[src/rtl/ballot_pkg.sv]
// ballot_pkg: shared states and widths for the ballot unit
package ballot_pkg;
  typedef enum logic [2:0] {IDLE, ARMED, DEBOUNCE, SEND, RELEASE} state_t;
  localparam int CODE_W = 4;
  localparam logic [CODE_W-1:0] CODE_NONE = 4'h0;
  localparam int CAST_W = 12;
endpackage

[src/rtl/btn_debounce.sv]
// btn_debounce: button synchroniser, one-hot/multi-hot detect and stability counter
module btn_debounce #(
  parameter int NCAND = 8,
  parameter int DEB_CYC = 3
) (
  input  logic             clk,
  input  logic             clr,
  input  logic [NCAND-1:0] btn,
  output logic             single,
  output logic             multi,
  output logic [3:0]       idx,
  output logic             stable
);
  localparam int CW = $clog2(DEB_CYC + 1);
  logic [NCAND-1:0] s1, s2;
  logic [3:0] idx_q;
  logic [CW-1:0] run, eff;
  logic cont;
  always_ff @(posedge clk) begin
    if (clr) begin
      s1 <= '0;
      s2 <= '0;
      run <= '0;
      idx_q <= '0;
    end else begin
      s1 <= btn;
      s2 <= s1;
      run <= eff;
      idx_q <= idx;
    end
  end
  // run counts consecutive cycles the same lone button has been high, saturating at DEB_CYC
  always_comb begin
    multi = |(s2 & (s2 - NCAND'(1)));
    single = |s2 & ~multi;
    idx = '0;
    for (int i = 0; i < NCAND; i++)
      if (s2[i]) idx = 4'(i);
    cont = single & (run != '0) & (idx == idx_q);
    eff = !single ? '0 : !cont ? CW'(1) : (run == CW'(DEB_CYC)) ? run : run + CW'(1);
    stable = single & (eff == CW'(DEB_CYC));
  end
endmodule

[src/rtl/ballot_unit.sv]
// ballot_unit: voter-side ballot unit driving a one-shot vote code to the control unit
module ballot_unit
  import ballot_pkg::*;
#(
  parameter int NCAND = 8,
  parameter int DEB_CYC = 3,
  parameter int HOLD_CYC = 2,
  parameter int TMO_CYC = 500
) (
  input  logic              clk,
  input  logic              Clear,
  input  logic              Power,
  input  logic              Ballot,
  input  logic [NCAND-1:0]  Btn,
  output logic [CODE_W-1:0] IN,
  output logic              Ready,
  output logic              Busy,
  output logic              Invalid,
  output logic              Timeout,
  output logic [CAST_W-1:0] Cast
);
  localparam int TW = $clog2(TMO_CYC + 1);
  localparam int HW = $clog2(HOLD_CYC + 1);
  if (NCAND < 1 || NCAND > 14) begin : g_bad_ncand
    $error("ballot_unit: NCAND must be 1..14");
  end
  state_t state, state_n;
  logic clr, ballot_q, rise, multi_q, inv_n, tmo_n, tmr_end;
  logic single, multi, stable;
  logic [3:0] idx;
  logic [CODE_W-1:0] sel;
  logic [TW-1:0] tmr;
  logic [HW-1:0] hold;
  assign clr = Clear | ~Power;
  assign rise = Ballot & ~ballot_q;
  assign tmr_end = tmr == TW'(TMO_CYC - 1);
  assign Ready = (state == ARMED) | (state == DEBOUNCE);
  assign Busy = state != IDLE;
  btn_debounce #(.NCAND(NCAND), .DEB_CYC(DEB_CYC)) u_deb (
    .clk(clk), .clr(clr), .btn(Btn),
    .single(single), .multi(multi), .idx(idx), .stable(stable)
  );
  always_comb begin
    state_n = state;
    inv_n = 1'b0;
    tmo_n = 1'b0;
    case (state)
      IDLE: state_n = rise ? ARMED : IDLE;
      ARMED: begin
        if (tmr_end) begin
          tmo_n = 1'b1;
          state_n = IDLE;
        end else if (multi) inv_n = ~multi_q;
        else if (single) state_n = DEBOUNCE;
      end
      DEBOUNCE: begin
        if (tmr_end) begin
          tmo_n = 1'b1;
          state_n = IDLE;
        end else if (!single || idx != sel) begin
          inv_n = multi & ~multi_q;
          state_n = ARMED;
        end else if (stable) state_n = SEND;
      end
      SEND: state_n = (hold == HW'(HOLD_CYC - 1)) ? RELEASE : SEND;
      RELEASE: state_n = (single | multi) ? RELEASE : IDLE;
      default: state_n = IDLE;
    endcase
  end
  always_ff @(posedge clk) begin
    if (clr) begin
      state <= IDLE;
      ballot_q <= 1'b0;
      multi_q <= 1'b0;
      sel <= '0;
      tmr <= '0;
      hold <= '0;
      IN <= CODE_NONE;
      Invalid <= 1'b0;
      Timeout <= 1'b0;
      Cast <= '0;
    end else begin
      state <= state_n;
      ballot_q <= Ballot;
      multi_q <= multi;
      if (state == ARMED && state_n == DEBOUNCE) sel <= idx;
      tmr <= Ready ? tmr + TW'(1) : '0;
      hold <= (state == SEND) ? hold + HW'(1) : '0;
      IN <= (state == SEND) ? sel + CODE_W'(1) : CODE_NONE;
      Invalid <= inv_n;
      Timeout <= tmo_n;
      if (state_n == SEND && state != SEND && Cast != '1) Cast <= Cast + CAST_W'(1);
    end
  end
endmodule
[config.mk]
export PLATFORM = sky130hd
export DESIGN_NAME = ballot_unit
export DESIGN_NICKNAME = d
export VERILOG_FILES = /design/src/rtl/ballot_pkg.sv /design/src/rtl/btn_debounce.sv /design/src/rtl/ballot_unit.sv
export SDC_FILE = /design/constraint.sdc
export NUM_CORES = 1
export LEC_CHECK = 0
export ABC_CLOCK_PERIOD_IN_PS = 6160
export CORE_MARGIN = 5
export CORE_UTILIZATION = 50
export CTS_CLUSTER_DIAMETER = 200
export DETAILED_ROUTE_END_ITERATION = 6
export PLACE_DENSITY = 0.82
export SLEW_MARGIN = 20
export SYNTH_ARGS = -nofsm -noshare
export SYNTH_HDL_FRONTEND = slang
export SYNTH_HIERARCHICAL = 1
export SYNTH_SLANG_ARGS = --single-unit
[constraint.sdc]
create_clock -name clk -period 6.16 [get_ports clk]
set_clock_uncertainty 0.2 [all_clocks]
set_input_delay 1.232 -clock clk [delete_from_list [all_inputs] [get_ports clk]]
set_output_delay 1.232 -clock clk [all_outputs]
set_load 0.01 [all_outputs]
==> metrics.yaml, run 1 <==
cellPowerDensity_mw_per_mm2: 266
rows: 26
seq_area_frac_synth_pct: 44.6
yosys_most_used_dff: "dfxtp_1"
die_width_um: 82.8
antenna_found_initial: 0
grt_use_total_pct: 16.7
synthArstFlopShare_pct: 0
maxCapViolCount: 0
finalCriticalPeriod_ns: 3.23
wl_per_cell_um: 12.6
synth_area_leaders: "dfxtp_1 45%, nor2b_1 5.7%, nor2_1 5.4%, a21oi_1 2.6%, xnor2_1 2.6%"
cts_root_buffer: "clkbuf_8"
worstSetupPathType: "input port to register"
synth-seq-cells: 59
cts_resized: 0
viasPerCell: 5.22
syn_nets: 304
port_buffers: 31
grt.overflow.total: 0
arrival_ns: 3.29
p_comb_share_pct: 5.1
switching_share_pct: 20.8
path_max_fanout: 14
drt-total-wl_um: 4970
syn_avg_cell_area_um2: 9.19
setup_violations: 0
dp_hpwl_um: 3470
die_y_um: 82.8
critPathLaunchType: "input port"
cp_slowest_cell: "clkdlybuf4s50_1"
area_delta_synth_final_pct: 20.9
clk_latency_ns: 0.34
layout_setup_ws_ns: 2.93
hold_viol: 0
endpoint_kind: "register"
layout-drive-gt1-share_pct: 11.1
clkTransAtPathRegs_ns: 0.06
ctsHoldBuffers: 0
grt_pass1_wl_um: 8580
cts.sinks: 59
cts_tree: "done"
synth_top_cell_area_share_pct: 44.6
grt_pass1_vias: 1964
max_clock_freq_mhz: 310
netlist_area_mm2: 0.00265
slowest_delay_ns: 0.47
crit_chain: "clkdlybuf4s50_1 -> or4b_1 -> a21oi_2 -> a31o_2 -> o221ai_2 -> or3_1 -> a21oi_1"
vias: 2050
dr.pass1.iters: 4
status: "complete, no violations"
drt-initial-drc-count: 113
power.share.sequential_pct: 45.7
tns_ns: 0
rsz0062_at_grt: "false"
min_path_type: "register to register"
ant_nets: 0
required_ns: 6.22
core_area_mm2: 0.00514
die_area_mm2: 0.00685
drc: 0
peakVddDrop_mv: 0.160
p_clk_share_pct: 49.3
max_slew_margin_pct: 50.6
n_antenna_cell: 0
start_util_pct: 51.5
yosys_warnings: 6
p_sw_uw: 177
cts_made_buffers: 9
worst_pin_slew_ns: 0.732
min_period_over_period_pct: 52.4
grt_max_degree: 40
synthDistinctLibCells: 60
htree_levels: 3
synthCells: 288
synth_edf_count: 0
pin_count: 32
place_ws_ns: 2.12
slew_violations: 0
p_int_uw: 676
cts_max_path_buffers: 2
cts_setup_buffers: 0
yosysTopAreaCell: "dfxtp_1"
p_leak_nw: 1.13
gp_congestion: 0.793
final_nets: 334
cells by family after synthesis:
logic type | Yosys count | share of synthesized area (%)
flops | 59 | 44.6
buf+inv | 21 | 4.44
xor+xnor | 15 | 4.96
fa+ha+maj | 4 | 1.89
other cells | 1 | 0.142
simple gates | 136 | 30.2
compound gates | 48 | 12.2
mux | 4 | 1.51
cell usage in the layout, fill, tap and decap left out, types with 8 or more instances in the layout:
cell type        instances
nand2_1                 11
nor2_1                  38
clkdlybuf4s50_1         31
a21oi_1                 14
xnor2_1                  8
clkbuf_8                 9
or3_1                    9
dfxtp_1                 59
nor2b_1                 24
inv_1                    8
nand3_1                 12
cell type report:
class	count	area, µm²
multi-input cells	208	1350
inverters	9	33.8
flip-flops and latches	59	1180
repair buffers	31	310
fillers	461	1940
clock inverters	7	116
well taps	70	87.6
clock buffers	9	124
power groups by stage:
stage          sequential [mW]  clock (mW)  combinational [mW]
6_report                 0.390       0.420              0.0431
5_1_grt                  0.390       0.449              0.0474
4_1_cts                  0.389       0.430              0.0432
3_5_place_dp             0.398           0              0.0430
3_3_place_gp             0.398           0              0.0416
2_1_floorplan            0.396           0              0.0330
flip-flops by register name, indices dropped and copies added, names as in the netlist, 2 cells and up:
| register | cells |
|---|---|
| u_deb/s1 | 8 |
| u_deb/idx_q | 3 |
| state | 3 |
| sel | 4 |
| tmr | 9 |
| u_deb/s2 | 8 |
| u_deb/run | 2 |
| IN | 4 |
| Cast | 12 |
| hold | 2 |
worst paths after layout:
path	startpoint	to	slack, ns	cells past startpoint
setup reg to reg	u_deb/s2[2]$_SDFF_PP0_	Cast[3]$_SDFFE_PP0P_	2.94	8
hold reg to reg	hold[0]$_SDFF_PP0_	hold[0]$_SDFF_PP0_	0.23	1
setup / recovery	Ballot	Cast[3]$_SDFFE_PP0P_	2.93	7
hold / removal	hold[0]$_SDFF_PP0_	hold[0]$_SDFF_PP0_	0.23	1
through the flow:
stage	hold slack [ns]	power [mW]	util, %	cells	instance area [µm²]
3_3_place_gp	0.208	0.439	57.6	377	2960
6_report	0.226	0.853	62.3	393	3200
5_1_grt	0.258	0.886	62.3	393	3200
2_1_floorplan	0.199	0.429	-	288	2650
3_5_place_dp	0.217	0.441	57.6	377	2960
4_1_cts	0.226	0.863	62.3	393	3200
layer usage:
| layer | GRT usage [%] | part of all wire [%] |
|---|---|---|
| met5 | 0 | 0 |
| met4 | 7.84 | 1.6 |
| met3 | 5.86 | 4.8 |
| met2 | 25.2 | 46 |
| met1 | 21.2 | 48 |
synthesized netlist by cell type (all sizes together), types with 3 or more instances:
| master | number |
|---|---|
| nor2b | 25 |
| nand3 | 12 |
| xnor2 | 8 |
| xor2 | 7 |
| o211ai | 4 |
| or2 | 3 |
| and3 | 5 |
| or3 | 10 |
| ha | 4 |
| a21oi | 15 |
| nand2 | 11 |
| mux2i | 4 |
| nand2b | 3 |
| clkbuf | 4 |
| buf | 8 |
| o21ai | 14 |
| nor4b | 3 |
| dfxtp | 59 |
| or2b | 3 |
| and2 | 3 |
| inv | 8 |
| or4 | 4 |
| nor2 | 39 |
critical path: cells and delay by family:
| kind | cells | cell delay [ns] |
|---|---|---|
| AOI/OAI and AO/OA | 4 | 0.69 |
| buffers and inverters | 1 | 0.47 |
| and+or+nand+nor | 2 | 0.88 |
(Power assumes the default switching activity.)
==> run 2: changes to the inputs <==
--- a/config.mk
+++ b/config.mk
@@ -5,7 +5,7 @@
 export SDC_FILE = /design/constraint.sdc
 export NUM_CORES = 1
 export LEC_CHECK = 0
-export ABC_CLOCK_PERIOD_IN_PS = 6160
+export ABC_CLOCK_PERIOD_IN_PS = 3200
 export CORE_MARGIN = 5
 export CORE_UTILIZATION = 50
 export CTS_CLUSTER_DIAMETER = 200
==> constraint.sdc (replaced) <==
create_clock -name clk -period 3.2 [get_ports clk]
set_clock_uncertainty 0.2 [all_clocks]
set_input_delay 0.64 -clock clk [delete_from_list [all_inputs] [get_ports clk]]
set_output_delay 0.64 -clock clk [all_outputs]
set_load 0.01 [all_outputs]
==> metrics.yaml, run 2 (synthesis results as in run 1) <==
status: "complete, no violations"
dp_hpwl_um: 3510
cts_tree: "done"
die_area_mm2: 0.00685
p_leak_nw: 1.13
ctsHoldBuffers: 0
cts_root_buffer: "clkbuf_8"
drt-initial-drc-count: 85
min_period_over_period_pct: 95.4
area_delta_synth_final_pct: 21.2
htree_levels: 3
pin_count: 32
cellPowerDensity_mw_per_mm2: 469
path_max_fanout: 9
hold_viol: 0
grt.overflow.total: 0
core_area_mm2: 0.00514
required_ns: 3.26
peakVddDrop_mv: 0.334
r2r_setup_slack_ns: 0.15
slew_violations: 0
antenna_found_initial: 0
cts_made_buffers: 9
ant_nets: 0
largest_register_ffs: 12
die_width_um: 82.8
cts.sinks: 59
maxCapViolCount: 0
finalCriticalPeriod_ns: 3.05
grt_pass1_vias: 1970
fillCellCount: 456
arrival_ns: 3.11
endpoint_kind: "register"
cts_resized: 0
min_path_type: "register to register"
die_y_um: 82.8
n_antenna_cell: 0
cts_setup_buffers: 0
final_cell_mix: "59 x dfxtp_1, 38 x nor2_1, 31 x clkdlybuf4s50_1"
gp_congestion: 0.844
critPathLaunchType: "register"
largest-register: "Cast"
start_util_pct: 51.5
worstSetupPathType: "register to register"
grt_max_degree: 40
grt_pass1_wl_um: 8420
final_nets: 339
final_area_mm2: 0.00321
total_power_mw: 1.51
wl_per_cell_um: 12.7
reg_top3: "Cast x12, tmr x9"
dr.pass1.iters: 4
layout-drive-gt1-share_pct: 12.5
clkTransAtPathRegs_ns: 0.06
placedInstanceArea_mm2: 0.00300
place_ws_ns: 0.183
clk_latency_ns: 0.33
setup_violations: 0
tns_ns: 0
drt-total-wl_um: 5040
worst_pin_slew_ns: 0.496
viasPerCell: 5.21
rsz0062_at_grt: "false"
port_buffers: 31
vias: 2074
max_slew_margin_pct: 66.6
max_clock_freq_mhz: 328
rows: 26
final_common_cell: "dfxtp_1"
grt_use_total_pct: 16.1
layout_setup_ws_ns: 0.149
cts_max_path_buffers: 2
drc: 0
[run 2: worst max-delay path: stages (launching register included)]
cell,delay [ns]
dfxtp_1,0.39
or2_2,0.33
o21ai_0,0.42
nor2b_2,0.10
or3_4,0.36
nor4b_4,0.35
o22ai_2,0.20
or4_1,0.49
a21oi_1,0.15
[run 2: routing by layer]
layer / up-vias / track usage [%] / routed length (µm)
li1: 1065 / - / -
met4: 0 / 9.48 / 88
met3: 11 / 4.12 / 254
met1: 952 / 19.6 / 2340
met5: - / 0 / 0
met2: 46 / 25.6 / 2360
[run 2: layout make-up]
| type | count | area (µm²) | area share [%] |
|---|---|---|---|
| Clock buffer | 10 | 138 | 4.29 |
| Clock inverter | 6 | 65.1 | 2.03 |
| Inverter | 9 | 33.8 | 1.05 |
| Multi-Input combinational cell | 208 | 1360 | 42.3 |
| Sequential cell | 59 | 1180 | 36.8 |
| Tap cell | 70 | 87.6 | 2.73 |
| Timing Repair Buffer | 36 | 348 | 10.8 |
[run 2: worst paths after layout]
kind,startpoint,end,cells past startpoint
max reg2reg,u_deb/s2[5]$_SDFF_PP0_,Cast[2]$_SDFFE_PP0P_,8
min reg2reg,hold[0]$_SDFF_PP0_,hold[0]$_SDFF_PP0_,1
min,hold[0]$_SDFF_PP0_,hold[0]$_SDFF_PP0_,1
max,u_deb/s2[5]$_SDFF_PP0_,Cast[2]$_SDFFE_PP0P_,8
[run 2: report_power, final]
part	total [mW]	internal [mW]	switching, mW
Combinational	0.0865	0.0454	0.0412
Clock	0.669	0.380	0.289
Sequential	0.750	0.743	0.00681
Total	1.51	1.17	0.337
[run 2: per-stage QoR]
stage / util (%) / hold slack (ns) / instances
after global placement: 58.3 / 0.207 / 382
after detailed placement: 58.3 / 0.215 / 382
after global routing: 62.4 / 0.253 / 398
after floorplan: - / 0.199 / 288
final: 62.4 / 0.223 / 398
after CTS: 62.3 / 0.224 / 398
